## src/rtl/iter_fold_pkg.sv

```systemverilog
// Shared types and the single-step carry-fold function for the iterative fold engine.
package iter_fold_pkg;

  localparam int unsigned FOLD_MAX_W = 64;

  typedef enum logic [1:0] {
    IDLE = 2'd0,
    RUN  = 2'd1,
    DONE = 2'd2
  } fold_state_e;

  typedef enum logic {
    FOLD_ROUND = 1'b0,
    FOLD_TRUNC = 1'b1
  } fold_mode_e;

  typedef struct packed {
    logic                  carry;
    logic [FOLD_MAX_W-1:0] value;
  } fold_step_t;

  // One fold step on a zero-extended value; also usable as a constant function.
  function automatic fold_step_t fold_step(input logic [FOLD_MAX_W-1:0] value,
                                           input logic                  carry,
                                           input fold_mode_e            mode);
    fold_step_t r;
    logic       b;
    b = value[0];
    if (mode == FOLD_ROUND) begin
      r.value = (value >> 1) + FOLD_MAX_W'(b);
      r.carry = b;
    end else begin
      r.value = value >> 1;
      r.carry = carry | b;
    end
    return r;
  endfunction

endpackage

```

## src/rtl/iter_fold_lane.sv

```systemverilog
// One channel of the fold engine: value and carry registers, loaded from seed or stepped.
module iter_fold_lane
  import iter_fold_pkg::*;
#(
  parameter int unsigned DATA_W = 8
) (
  input  logic              clk,
  input  logic              rst_n,
  input  logic              load,
  input  logic              step,
  input  fold_mode_e        mode,
  input  logic [DATA_W-1:0] seed,
  output logic [DATA_W-1:0] value,
  output logic              carry
);

  fold_step_t nxt;

  always_comb begin
    nxt = fold_step(FOLD_MAX_W'(value), carry, mode);
  end

  // Load takes priority; a fresh run always starts with a clear carry.
  always_ff @(posedge clk or negedge rst_n) begin
    if (!rst_n) begin
      value <= '0;
      carry <= 1'b0;
    end else if (load) begin
      value <= seed;
      carry <= 1'b0;
    end else if (step) begin
      value <= DATA_W'(nxt.value);
      carry <= nxt.carry;
    end
  end

endmodule

```

## src/rtl/iter_fold_engine.sv

```systemverilog
// Multi-lane sequential carry-fold engine: shared FSM/counter driving NUM_CH fold lanes.
module iter_fold_engine
  import iter_fold_pkg::*;
#(
  parameter  int unsigned DATA_W   = 8,
  parameter  int unsigned NUM_CH   = 2,
  parameter  int unsigned MAX_ITER = 10,
  localparam int unsigned CNT_W    = $clog2(MAX_ITER + 1)
) (
  input  logic                     CLK_CI,
  input  logic                     RST_RBI,
  input  logic                     Start_SI,
  input  logic                     Mode_SI,
  input  logic [CNT_W-1:0]         Iter_DI,
  input  logic [NUM_CH*DATA_W-1:0] Seed_DI,
  output logic                     Busy_SO,
  output logic                     Finish_SO,
  output logic [NUM_CH*DATA_W-1:0] Result_DO,
  output logic [NUM_CH-1:0]        Carry_DO
);

  fold_state_e      state_q, state_d;
  fold_mode_e       mode_q, mode_d;
  logic [CNT_W-1:0] cnt_q, cnt_d;
  logic [CNT_W-1:0] iter_clamped;
  logic             load_c;
  logic             step_c;

  assign iter_clamped = (Iter_DI > CNT_W'(MAX_ITER)) ? CNT_W'(MAX_ITER) : Iter_DI;

  // Next-state logic; starts are only honoured outside RUN.
  always_comb begin
    state_d = state_q;
    mode_d  = mode_q;
    cnt_d   = cnt_q;
    load_c  = 1'b0;
    step_c  = 1'b0;
    unique case (state_q)
      IDLE, DONE: begin
        state_d = IDLE;
        if (Start_SI) begin
          load_c  = 1'b1;
          mode_d  = fold_mode_e'(Mode_SI);
          cnt_d   = iter_clamped;
          state_d = (iter_clamped == '0) ? DONE : RUN;
        end
      end
      RUN: begin
        step_c = 1'b1;
        cnt_d  = cnt_q - CNT_W'(1);
        if (cnt_q == CNT_W'(1)) begin
          state_d = DONE;
        end
      end
      default: state_d = IDLE;
    endcase
  end

  // Busy/Finish are registered decodes of the next state.
  always_ff @(posedge CLK_CI or negedge RST_RBI) begin
    if (!RST_RBI) begin
      state_q   <= IDLE;
      mode_q    <= FOLD_ROUND;
      cnt_q     <= '0;
      Busy_SO   <= 1'b0;
      Finish_SO <= 1'b0;
    end else begin
      state_q   <= state_d;
      mode_q    <= mode_d;
      cnt_q     <= cnt_d;
      Busy_SO   <= (state_d == RUN);
      Finish_SO <= (state_d == DONE);
    end
  end

  for (genvar k = 0; k < NUM_CH; k++) begin : g_lane
    iter_fold_lane #(
      .DATA_W(DATA_W)
    ) u_lane (
      .clk   (CLK_CI),
      .rst_n (RST_RBI),
      .load  (load_c),
      .step  (step_c),
      .mode  (mode_q),
      .seed  (Seed_DI[k*DATA_W +: DATA_W]),
      .value (Result_DO[k*DATA_W +: DATA_W]),
      .carry (Carry_DO[k])
    );
  end

endmodule

```

## config.mk

```make
export PLATFORM = sky130hd
export DESIGN_NAME = iter_fold_engine
export DESIGN_NICKNAME = d
export VERILOG_FILES = /design/src/rtl/iter_fold_pkg.sv /design/src/rtl/iter_fold_lane.sv /design/src/rtl/iter_fold_engine.sv
export SDC_FILE = /design/constraint.sdc
export NUM_CORES = 1
export LEC_CHECK = 0
export ABC_AREA = 1
export CAP_MARGIN = 20
export CELL_PAD_IN_SITES_DETAIL_PLACEMENT = 0
export CELL_PAD_IN_SITES_GLOBAL_PLACEMENT = 2
export CORE_MARGIN = 2
export CORE_UTILIZATION = 29
export DETAILED_ROUTE_END_ITERATION = 6
export PLACE_DENSITY = 0.94
export SYNTH_ARGS = -nofsm -noshare
export SYNTH_HDL_FRONTEND = slang
export SYNTH_SLANG_ARGS = --single-unit
```

## constraint.sdc

```tcl
create_clock -name CLK_CI -period 1.85 [get_ports CLK_CI]
set_input_delay 0.37 -clock CLK_CI [delete_from_list [all_inputs] [get_ports CLK_CI]]
set_output_delay 0.37 -clock CLK_CI [all_outputs]
set_load 0.05 [all_outputs]
```

==> run summary, run 1 <==
Hold Fails Final Rpt = 0
Synth Area per Inst = 7.94 µm²
Initial DRT Pass Iterations = 4
Least-Margin Pin Slew = 0.402 ns
DRT Wirelength = 4240 µm
Area contributors post-synth = dfrtp_1 41%, nand2_1 12%, ha_1 4.5%, nand3_1 4.2%, inv_1 4.1%
crit path max fanout = 4
Longest Clk Path Bufs = 2
CP delay by family, top = adder cells
Setup-failing EPs final = 0
Skew-Pair Late Insertion Delay = 0.28 ns
area of the multi-input gates = 811 µm²
Hold Path Class = primary input to asynchronous set/reset pin
Die W = 79.8 µm
power density over cell area = 1950 nW/µm²
Initial Utilization = 30.1%
Tot Pwr = 4.13 mW
worst endpoint data arrival time = 1.61 ns
Clock Skew = 0.00390 ns
Slew Limit Fails = 0
Core Area = 5540 µm²
Clock Pin Slew Worst Setup and Hold Paths = 0.10 ns
max_slew headroom = 73.2%
die footprint = 6370 µm²
EDFF count, synth = 0
CTS buffer count = 3
dpl cells = 319
CP cell instances = ha_1 > ha_1 > nand4_2 > o21bai_1 > nand3_1 > nand2_1 > nand2_1
area post-placement = 2070 µm²
Final Cell Area = 2120 µm²
Worst path max stage delay = 0.42 ns
Post-Place Worst Slack = 0.156 ns
Port Buffer Count = 43
FF+latch count, synth = 27
crit path buf inv count = 0
DIE HEIGHT = 79.8 µm
crit path from = g_lane[1].u_lane.value[0]
RSZ-0062 raised after global routing = false
number of fill cells = 599
number of core rows = 27
ys async rst share = 100%
post-synth net total = 240
post-CTS setup buffers = 0
worst setup margin = 0.416 ns
area share of the largest cell type after synthesis = 40.5%
element type at the critical path end = register
setup TNS = 0 ns
synth warn = 0
register area = 676 µm²
CTS H-tree lvls = 1
max-cap violations = 0
global-route usage over all layers = 14.1%
first-pass GRT wire length = 7150 µm
Worst EP required = 2.03 ns
CTS tree = built
WL/cell = 13.1 µm
post-route clock period utilization = 77.5%
post-cts sizing count = 0
Final Non-Filler Cells = 323
io pins = 44
routability cong. = 0.811
Synth Flop Type = dfrtp_1
DRC errors left = 0
initial antenna violation count = 0
clock sink count = 27
leakage = 0.998 nW
vias in the first global route = 1475
Synth area leader = dfrtp_1
synthesized cell area = 1670 µm²
Routed Antenna Nets = 0
CP startpoint kind = register
area added between synthesis and finish = 27.0%
FMAX = 697 MHz
fin crit period = 1.43 ns
root buffer cell = clkbuf_8
Post-Syn Instances = 210
post-DP HPWL = 3150 µm
most frequent cells in the layout = 53 x nand2_1, 27 x dfrtp_1, 24 x buf_4
Detailed Route Iter0 Violations = 142
vias per std cell = 4.70
layout cells sized above 1 = 15.5%
most common cell after layout, fill and taps aside = nand2_1
# hold bufs at CTS = 0
sequential element share of the synthesized area = 40.5%
post-synth cell types = 30
Final #Nets = 282
status = finished clean
pin count of the biggest net entering global routing = 28
grt ovf = 0
reg2reg start = g_lane[1].u_lane.value[0]
critical path's slowest cell = dfrtp_1
diode count = 0
peak supply drop = 0.688 mV
kind of critical path = register to register
DR vias = 1518
worst register-to-register path, stage by stage, from the launching register on:
cell	delay, ns
dfrtp_1	0.42
ha_1	0.22
ha_1	0.22
nand4_2	0.13
o21bai_1	0.15
nand3_1	0.09
nand2_1	0.06
nand2_1	0.04
registers in the layout, summed over array words and instances, names as in the netlist:
name,cells
g_lane.u_lane.value,16
cnt_q,4
g_lane.u_lane.carry,2
state_q,2
Busy_SO,1
Finish_SO,1
mode_q,1
stage by stage:
step	hold WS, ns	util, %
global placement	0.474	37.4
finish	0.468	38.2
floorplan	0.0744	-
detailed placement	0.487	37.4
CTS	0.485	38.2
global route	0.509	38.2
cells in the mapped netlist (4+ instances only):
cell / instances
ha_1: 6
a21oi_1: 11
nand3_1: 14
dfrtp_1: 27
inv_1: 18
nand2_1: 53
o21ai_0: 10
nor2_1: 18
xor2_1: 4
buf_6: 5
o21ai_1: 4
o22ai_1: 8
worst paths after layout:
| check | cells after the start | slack (ns) | to |
|---|---|---|---|
| worst min register to register | 2 | 0.51 | cnt_q[1] |
| max in group asynchronous | 2 | 1.13 | cnt_q[2] |
| worst min-delay path | 2 | 0.47 | g_lane[0].u_lane.value[3] |
| worst max-delay path | 7 | 0.42 | g_lane[1].u_lane.value[6] |
| min in group CLK_CI | 2 | 0.51 | cnt_q[1] |
| worst max register to register | 7 | 0.42 | g_lane[1].u_lane.value[6] |
routing by layer:
| metal | share of wire (%) | GRT usage, % | vias to the layer above |
|---|---|---|---|
| li1 | - | - | 774 |
| met1 | 48 | 19.4 | 704 |
| met2 | 46 | 23.0 | 36 |
| met3 | 5.5 | 2.83 | 4 |
| met4 | 0.64 | 3.05 | 0 |
| met5 | 0 | 0 | - |
logic make-up (layout without fill, tap and decap cells):
family | after synthesis | after routing | share of synthesized area [%]
AND/OR/NAND/NOR | 97 | 97 | 26.1
AO/OA/AOI/OAI | 44 | 44 | 15.4
buffers and inverters | 31 | 72 | 10.8
flip-flops | 27 | 27 | 40.5
adder cells (fa/ha/maj) | 6 | 6 | 4.50
XOR/XNOR | 5 | 5 | 2.63
cell type report:
type	instances	share of cell area, %
Clock buffer	4	2.13
Inverter	21	3.96
Multi-Input combinational cell	152	38.3
Sequential cell	27	31.9
Tap cell	72	4.26
Timing Repair Buffer	47	19.4
report_power, final:
group	total, mW	internal, mW	leakage (nW)	switching [mW]
Combinational	2.53	0.856	0.649	1.67
Clock	0.347	0.155	0.0228	0.193
Sequential	1.25	0.881	0.327	0.374
No activity file was read; power rests on OpenSTA's default activity.
==> run 2, diff against run 1 <==
--- a/config.mk
+++ b/config.mk
@@ -10,9 +10,9 @@
 export CELL_PAD_IN_SITES_DETAIL_PLACEMENT = 0
 export CELL_PAD_IN_SITES_GLOBAL_PLACEMENT = 2
 export CORE_MARGIN = 2
-export CORE_UTILIZATION = 29
+export CORE_UTILIZATION = 27
 export DETAILED_ROUTE_END_ITERATION = 6
-export PLACE_DENSITY = 0.94
+export PLACE_DENSITY = 0.9
 export SYNTH_ARGS = -nofsm -noshare
 export SYNTH_HDL_FRONTEND = slang
 export SYNTH_SLANG_ARGS = --single-unit
==> constraint.sdc (replaced) <==
create_clock -name CLK_CI -period 1.5 [get_ports CLK_CI]
set_input_delay 0.3 -clock CLK_CI [delete_from_list [all_inputs] [get_ports CLK_CI]]
set_output_delay 0.3 -clock CLK_CI [all_outputs]
set_load 0.05 [all_outputs]
==> run 2 against run 1 <==
Against the previous run:
- sequential cell count unchanged
- global-route usage decreased by 0.073 points
- die area increased by 7.0%
- critical path depth increased by 1
- via count increased by 2.9%
- clock power increased by 24%
- non-clock buffer count increased by 15
- cell count increased by 5.6%
- register-to-register slack got worse by 0.28 ns
- largest cell class unchanged
- critical path type unchanged
- first-iteration DRC count decreased by 51%
==> run summary, run 2 (synthesized netlist as in run 1, its figures left out) <==
Hold Path Class = primary input to asynchronous set/reset pin
biggest regs = g_lane.u_lane.value: 16 flops, cnt_q: 4 flops
max reg flops = 16 (unchanged)
CTS buffer count = 3 (unchanged)
diode count = 0 (unchanged)
power density over cell area = 2460 nW/µm² (+26%)
Port Buffer Count = 43 (unchanged)
WL/cell = 12.5 µm (-4.7%)
Comb power frac = 67.4% (+6.2 points)
CP cell instances = ha_1 > ha_1 > nand3_1 > nor2_1 > nand3_1 > nand3_1 > nand2_1 > nand2_1
routability cong. = 0.802 (-1.1%)
post-DP HPWL = 3240 µm (+2.9%)
dpl cells = 337 (+5.6%)
Final Util = 42.1% (+3.9 points)
DIE HEIGHT = 82.6 µm (+3.5%)
initial antenna violation count = 0 (unchanged)
CTS H-tree lvls = 1 (unchanged)
root buffer cell = clkbuf_8
Reg with most FFs = g_lane.u_lane.value
Routed Antenna Nets = 0 (unchanged)
crit path buf inv count = 0 (unchanged)
worst endpoint data arrival time = 1.54 ns (-0.07 ns)
layout cells sized above 1 = 22.9% (+7.4 points)
Int Power = 3.21 mW (+70%)
Core Area = 5960 µm² (+7.5%)
Final Cell Area = 2500 µm² (+18%)
number of fill cells = 626 (+4.5%)
crit path max fanout = 3 (-1)
Skew-Pair Late Insertion Delay = 0.28 ns (about the same)
net load switching power = 2.96 mW (+32%)
Post-Route M1 WL = 2080 µm (+2.9%)
WL met3 = 189 µm (-19%)
Hold Fails Final Rpt = 0 (unchanged)
DRT Wirelength = 4270 µm (+0.66%)
pin count of the biggest net entering global routing = 28 (unchanged)
max-cap violations = 0 (unchanged)
DRC errors left = 0 (unchanged)
vias per std cell = 4.58 (-2.5%)
io pins = 44 (unchanged)
fin crit period = 1.36 ns (-0.0725 ns)
Initial Utilization = 28.0% (-2.1 points)
Final Non-Filler Cells = 341 (+5.6%)
Setup-failing EPs final = 0 (unchanged)
first-pass GRT wire length = 7350 µm (+2.8%)
peak supply drop = 1.20 mV (+75%)
Clock Skew = 0.00371 ns (-0.000197 ns)
Clock Power Share = 7.0% (-1.4 points)
Least-Margin Pin Slew = 0.362 ns (-0.0393 ns)
Worst path max stage delay = 0.42 ns (about the same)
grt ovf = 0 (unchanged)
clock sink count = 27 (unchanged)
Final #Nets = 297 (+5.3%)
Initial DRT Pass Iterations = 4 (unchanged)
most frequent cells in the layout = 53 x nand2_1, 23 x dfrtp_1, 23 x clkdlybuf4s50_1
status = finished clean
Longest Clk Path Bufs = 2 (unchanged)
area post-placement = 2440 µm² (+18%)
Tot Pwr = 6.17 mW (+49%)
CP most frequent cell = nand3_1
element type at the critical path end = register
most common cell after layout, fill and taps aside = nand2_1
Die W = 82.6 µm (+3.5%)
post-route clock period utilization = 90.8% (+13 points)
max_slew headroom = 75.8% (+2.6 points)
sw frac = 48.0% (-6.2 points)
FMAX = 734 MHz (+5.3%)
Worst EP required = 1.68 ns (-0.35 ns)
critical path's slowest cell = dfrtp_2
CP delay by family, top = adder cells
vias in the first global route = 1587 (+7.6%)
Slew Limit Fails = 0 (unchanged)
sequential share of power = 25.6% (-4.8 points)
DR vias = 1562 (+2.9%)
die footprint = 6820 µm² (+7.0%)
leakage = 1.15 nW (+16%)
RSZ-0062 raised after global routing = false
kind of critical path = register to register
global-route usage over all layers = 14.1% (-0.073 points)
CP startpoint kind = register
number of core rows = 28 (+3.7%)
Clock Pin Slew Worst Setup and Hold Paths = 0.10 ns (about the same)
met2 routed WL = 1980 µm (+0.92%)
top layer in use = met4
area added between synthesis and finish = 50.3%
post-CTS setup buffers = 0 (unchanged)
Detailed Route Iter0 Violations = 70 (-51%)
CTS tree = built
[run 2: path summary, 6_finish.rpt]
kind / endpoint / cells after the start / slack (ns) / start
setup / recovery: g_lane[0].u_lane.value[6] / 8 / 0.14 / g_lane[0].u_lane.value[0]
hold / removal: state_q[0] / 2 / 0.39 / RST_RBI
setup reg to reg: g_lane[0].u_lane.value[6] / 8 / 0.14 / g_lane[0].u_lane.value[0]
hold reg to reg: cnt_q[1] / 2 / 0.52 / cnt_q[1]
max in group asynchronous: g_lane[1].u_lane.value[1] / 2 / 0.82 / RST_RBI
min in group CLK_CI: cnt_q[1] / 2 / 0.52 / cnt_q[1]
[run 2: worst register-to-register path: cells and delay by family, from the launching register on]
family | cells | cell delay, ns
adder cells (fa/ha/maj) | 2 | 0.45
flip-flops | 1 | 0.42
AND/OR/NAND/NOR | 6 | 0.40
[run 2: per-stage QoR]
| step | TNS (ns) | worst slack, ns | hold WS (ns) |
|---|---|---|---|
| finish | 0 | 0.138 | 0.393 |
| global route | 0 | 0.00487 | 0.436 |
| CTS | 0 | 0.108 | 0.401 |
| detailed placement | -0.0891 | -0.0652 | 0.504 |
| global placement | -0.0397 | -0.0397 | 0.481 |
| floorplan | -0.0179 | -0.0179 | 0.00441 |
[run 2: power by group through the flow]
stage                     sequential, mW  clock [mW]  combinational [mW]
after global routing                1.64       0.482                4.53
after CTS                           1.58       0.452                4.17
after global placement              1.59           0                4.13
after floorplan                     2.21           0                1.76
after detailed placement            1.59           0                4.15
final                               1.58       0.432                4.16
[run 2: area by class of cell]
type / count / area, µm² / area share [%]
clock buffer: 3 / 41.3 / 1.65
clock inverter: 1 / 5.00 / 0.200
inverter: 21 / 83.8 / 3.35
multi-input combinational: 152 / 827 / 33.0
sequential: 27 / 681 / 27.2
tap: 75 / 93.8 / 3.75
timing repair buffer: 62 / 773 / 30.9
[run 2: routing by layer]
layer,vias up,global-route usage (%)
li1,801,-
met1,726,18.2
met2,33,24.4
met3,2,2.39
met4,0,3.44
met5,-,0
[run 2: what timing repair did]
item                                    4_1_cts  5_1_grt
resized for setup                             0        3
hold buffers                                  0        0
endpoints found under the setup margin        0        2
